File: src/rtl/io_bus_responder.sv
//------------------------------------------------------------------------------
// Module      : io_bus_responder
// Description : Responder for the 0xFFxx memory-mapped I/O page. It provides an
//               LED register, a button-strobed switch capture, a transmit FIFO
//               and a free-running cycle counter.
// Revision    : 1.0 - initial release
//------------------------------------------------------------------------------
`default_nettype none

module io_bus_responder #(
  parameter int FIFO_DEPTH = 4,
  parameter int LED_W      = 16,
  parameter int SW_W       = 16
) (
  input  logic             clk,
  input  logic             rst,
  input  logic [15:0]      io_addr,
  input  logic [31:0]      io_dout,
  input  logic             io_we,
  input  logic             io_rd,
  output logic [31:0]      io_din,
  input  logic [SW_W-1:0]  sw,
  input  logic             btn,
  output logic [LED_W-1:0] led,
  output logic [7:0]       tx_data,
  output logic             tx_valid,
  input  logic             tx_ready
);

  localparam int c_PW = (FIFO_DEPTH > 1) ? $clog2(FIFO_DEPTH) : 1;
  localparam int c_CW = c_PW + 1;

  localparam logic [7:0] c_OFF_LED     = 8'h00;
  localparam logic [7:0] c_OFF_SW_DATA = 8'h04;
  localparam logic [7:0] c_OFF_SW_STAT = 8'h08;
  localparam logic [7:0] c_OFF_TX_DATA = 8'h0C;
  localparam logic [7:0] c_OFF_TX_STAT = 8'h10;
  localparam logic [7:0] c_OFF_CYCLE   = 8'h14;

  logic [LED_W-1:0] r_led;
  logic [SW_W-1:0]  r_sw_meta, r_sw_sync, r_sw_data;
  logic             r_btn_meta, r_btn_sync, r_btn_prev;
  logic             r_sw_valid;
  logic [7:0]       r_mem [FIFO_DEPTH];
  logic [c_PW-1:0]  r_rd_ptr, r_wr_ptr;
  logic [c_CW-1:0]  r_count;
  logic             r_ovf;
  logic [31:0]      r_cycle;

  logic        w_sel, w_full, w_empty, w_pop, w_push_req, w_push, w_capture;
  logic        w_sw_rd_clear, w_led_wr, w_ovf_clear;
  logic [7:0]  w_off;
  logic [31:0] w_count32, w_rdata;
  logic        w_unused_ok;

  assign w_sel         = (io_addr[15:8] == 8'hFF);
  assign w_off         = io_addr[7:0];
  assign w_full        = (r_count == c_CW'(FIFO_DEPTH));
  assign w_empty       = (r_count == '0);
  assign w_pop         = !w_empty && tx_ready;
  assign w_push_req    = w_sel && io_we && (w_off == c_OFF_TX_DATA);
  // A full FIFO still accepts a push when the head leaves on the same edge.
  assign w_push        = w_push_req && (!w_full || w_pop);
  assign w_led_wr      = w_sel && io_we && (w_off == c_OFF_LED);
  assign w_ovf_clear   = w_sel && io_we && (w_off == c_OFF_TX_STAT) && io_dout[2];
  assign w_sw_rd_clear = w_sel && io_rd && (w_off == c_OFF_SW_DATA);
  assign w_capture     = r_btn_sync && !r_btn_prev;
  assign w_count32     = 32'(r_count);
  assign w_unused_ok   = &{1'b0, io_dout, w_count32[31:4]};

  assign led      = r_led;
  assign tx_valid = !w_empty;
  assign tx_data  = w_empty ? 8'd0 : r_mem[r_rd_ptr];
  assign io_din   = w_rdata;

  always_ff @(posedge clk or posedge rst) begin
    if (rst) begin
      r_led      <= '0;
      r_sw_meta  <= '0;
      r_sw_sync  <= '0;
      r_sw_data  <= '0;
      r_btn_meta <= 1'b0;
      r_btn_sync <= 1'b0;
      r_btn_prev <= 1'b0;
      r_sw_valid <= 1'b0;
      r_cycle    <= '0;
    end else begin
      r_sw_meta  <= sw;
      r_sw_sync  <= r_sw_meta;
      r_btn_meta <= btn;
      r_btn_sync <= r_btn_meta;
      r_btn_prev <= r_btn_sync;
      r_cycle    <= r_cycle + 32'd1;
      if (w_led_wr) r_led <= io_dout[LED_W-1:0];
      // Capture has priority over the read-clear.
      if (w_capture) begin
        r_sw_data  <= r_sw_sync;
        r_sw_valid <= 1'b1;
      end else if (w_sw_rd_clear) begin
        r_sw_valid <= 1'b0;
      end
    end
  end

  always_ff @(posedge clk or posedge rst) begin
    if (rst) begin
      r_rd_ptr <= '0;
      r_wr_ptr <= '0;
      r_count  <= '0;
      r_ovf    <= 1'b0;
    end else begin
      if (w_pop)  r_rd_ptr <= r_rd_ptr + c_PW'(1);
      if (w_push) r_wr_ptr <= r_wr_ptr + c_PW'(1);
      case ({w_push, w_pop})
        2'b10:   r_count <= r_count + c_CW'(1);
        2'b01:   r_count <= r_count - c_CW'(1);
        default: r_count <= r_count;
      endcase
      if (w_push_req && !w_push) r_ovf <= 1'b1;
      else if (w_ovf_clear)      r_ovf <= 1'b0;
    end
  end

  always_ff @(posedge clk) begin
    if (w_push) r_mem[r_wr_ptr] <= io_dout[7:0];
  end

  always_comb begin
    w_rdata = 32'd0;
    if (w_sel) begin
      case (w_off)
        c_OFF_LED:     w_rdata = 32'(r_led);
        c_OFF_SW_DATA: w_rdata = 32'(r_sw_data);
        c_OFF_SW_STAT: w_rdata = {31'd0, r_sw_valid};
        c_OFF_TX_STAT: w_rdata = {24'd0, w_count32[3:0], 1'b0, r_ovf, w_empty, w_full};
        c_OFF_CYCLE:   w_rdata = r_cycle;
        default:       w_rdata = 32'd0;
      endcase
    end
  end

endmodule

`default_nettype wire

File: config.mk
export PLATFORM = sky130hd
export DESIGN_NAME = io_bus_responder
export DESIGN_NICKNAME = d
export VERILOG_FILES = /design/src/rtl/io_bus_responder.sv
export SDC_FILE = /design/constraint.sdc
export NUM_CORES = 1
export LEC_CHECK = 0
export CORE_AREA = 8 8 165 167
export DETAILED_ROUTE_END_ITERATION = 16
export DIE_AREA = 0 0 173 175
export SLEW_MARGIN = 20
export SYNTH_ARGS = -nofsm -noshare
export SYNTH_HDL_FRONTEND = slang
export SYNTH_SLANG_ARGS = --single-unit
File: constraint.sdc
create_clock -name clk -period 4.05 [get_ports clk]
set_input_delay 0.81 -clock clk [delete_from_list [all_inputs] [get_ports clk]]
set_output_delay 0.81 -clock clk [all_outputs]
set_load 0.005 [all_outputs]
==> results.cfg <==
[clock_tree]
clk_pin_slew_ns = 0.07
cts.htree.levels = 4
cts_inserted_buffers = 17
clk_latency_ns = 0.42
clock-root-buffer = clkbuf_16
cts-resized-gates = 0
clockBufferDepth = 2
cts.sinks = 140
postCtsSetupBuffers = 0
hold_buffers = 0
cts_tree = built

[detailed_routing]
avgRoutedWirePerCell_um = 16.07
drtIter0Drc = 195
drtPass1Iterations = 4
vias_per_cell = 4.206
drcViolationCount = 0
drt-total-wl_um = 14430
ant_nets = 0
vias = 3777

[synthesis]
postSynthCellCount = 426
syn_nets = 502
async_flop_share_pct = 77.14
syn_area_per_cell_sq_um = 14.10
ys_seq_area_share_pct = 60.99
synth_cell_types = 51
synthFlopType = dfrtp_1
syn_area_sq_um = 6007
yosys_warnings = 0
ys_ff_latch = 140
synth_edf_count = 32

[hold_path]
hold_class = flip-flop to flip-flop

[floorplanning]
chipHeight_um = 175
die-area_sq_um = 30280
die_x_um = 173
core_sq_um = 24670
initial_core_util_pct = 24.35
io_pins = 127
fp-row-count = 58

[run_status]
status = complete, no violations

[timing]
finClkSkew_ns = 0.007873
drv_slew = 0
rsz0062_at_grt = false
fin_crit_sh_pct = 97.72
final.setup.tns_ns = 0
setup_ws_ns = 0.09244
maxSlewHeadroom_pct = 42.15
finalCriticalPeriod_ns = 3.958
clock.fmax_mhz = 252.7
worst_pin_slew_ns = 0.8606
finalSetupViolations = 0
final-hold-violation-count = 0

[global_route]
grt_max_degree = 70
gr-total-overflow = 0
antenna_found_initial = 0
grt_pass1_wl_um = 23050
grt_pass1_vias = 4008
grt_util_all_layers_pct = 9.760

[critical_path]
crit_required_ns = 3.24
worstSetupEndpointType = output port
cp-start-kind = input pin
cp_max_fo = 16
worstSetupPathType = input pin to output port
cp.arrival_ns = 3.15

[placed_design]
dp_hpwl_um = 10390
io_buffers = 110
dp_slack_ns = 0.09435
place_congestion = 0.7706

[pwr]
cellPowerDensity_nw_per_um2 = 452.9
p_leak_nw = 3.260
ir_drop_mv = 0.2185

[layout]
diodes = 0
final_nets = 631
area_delta_synth_final_pct = 36.03
drive_above_1_share_pct = 19.72

[run]
max_cap_viol_count = 0
## worst max-delay path: stages
cell	delay (ns)
clkdlybuf4s50_1	0.40
or4_4	0.54
or3_4	0.37
nor3_4	0.24
buf_12	0.16
and2_1	0.12
clkdlybuf4s50_1	0.51
## cells in the final DEF (no fill, tap or decap), types with 3 or more instances in the layout
cell type	instances
nor4_1	3
nand2_1	17
a22oi_1	10
clkdlybuf4s50_1	110
nand3_1	15
clkbuf_16	17
mux4_2	13
and2_1	22
buf_4	15
mux2_4	10
edfxtp_1	32
ha_1	5
inv_8	6
nor2b_1	11
dfrtp_1	108
inv_6	4
xnor2_1	28
mux2_2	32
xor2_1	5
inv_1	8
and4_1	4
a21oi_1	3
nor2_1	19
and3_1	11
nand4_1	22
## per-stage QoR
step	area [sq um]	utilization, %	hold slack (ns)	instances	total power (W)
global placement	7574	30.69	0.3347	866	0.002149
global route	8172	33.12	0.3554	898	0.003886
detailed placement	7574	30.69	0.3355	866	0.002156
floorplan	6007	-	0.3312	426	0.001907
CTS	8172	33.12	0.3462	898	0.003760
finish	8172	33.12	0.3443	898	0.003701
## layout make-up
| type | instances | area (sq um) |
|---|---|---|
| clock buffer | 17 | 425.4 |
| clock inverter | 15 | 172.7 |
| fill | 2473 | 16500 |
| inverter | 9 | 36.28 |
| multi-input combinational | 261 | 2227 |
| sequential | 140 | 3664 |
| tap | 330 | 412.9 |
| timing repair buffer | 126 | 1234 |
## metal layers
metal	global-route usage [%]	part of all wire, %	wire [um]
met5	0	0	0
met4	3.629	1.5	220
met3	2.979	4.5	656
met2	15.03	46	6590
met1	12.74	48	6962
## kinds of logic after synthesis
| logic type | Yosys count | synth area share (%) |
|---|---|---|
| mux | 55 | 13.37 |
| simple gates | 142 | 14.46 |
| compound gates | 25 | 3.062 |
| flops | 140 | 60.99 |
| buf+inv | 25 | 1.937 |
| fa+ha+maj | 6 | 1.375 |
| xor+xnor | 33 | 4.812 |
## worst paths after layout
check,start,end,slack (ns),depth (start not counted)
min,r_sw_meta[10],r_sw_sync[10],0.34,0
max reg2reg,r_count[0],r_count[2],1.71,6
min reg2reg,r_sw_meta[10],r_sw_sync[10],0.34,0
max,io_addr[1],io_din[24],0.09,7
max in group asynchronous,rst,r_sw_meta[15],2.28,3
min in group asynchronous,rst,r_sw_meta[4],0.92,2
## power breakdown
group	internal, W	switching (W)
clock network	0.000884	0.000701
registers	0.00151	0.0000993
logic	0.000330	0.000180
## flip-flops by register name, indices dropped and copies added (netlist names)
| register | count |
|---|---|
| r_sw_data | 16 |
| r_btn_meta | 1 |
| r_ovf | 1 |
| r_btn_prev | 1 |
| r_btn_sync | 1 |
| r_mem | 32 |
| r_rd_ptr | 2 |
| r_sw_valid | 1 |
| r_wr_ptr | 2 |
| led | 16 |
| r_cycle | 32 |
| r_sw_meta | 16 |
| r_count | 3 |
| r_sw_sync | 16 |
## cell usage after synthesis, drive strengths merged, types with 7 or more instances
master  number  area share, %
clkbuf       9           0.56
buf          7           0.81
nand4       22            2.3
dfrtp      108             45
nor2        19            1.2
mux4        13            4.9
inv          9           0.56
mux2        42            8.5
edfxtp      32             16
nand2       17            1.1
and2        22            2.3
a22oi       10            1.2
nand3       16            1.5
xnor2       28            4.1
and3        11            1.1
nor2b       11            1.1
(Power assumes the default switching activity.)
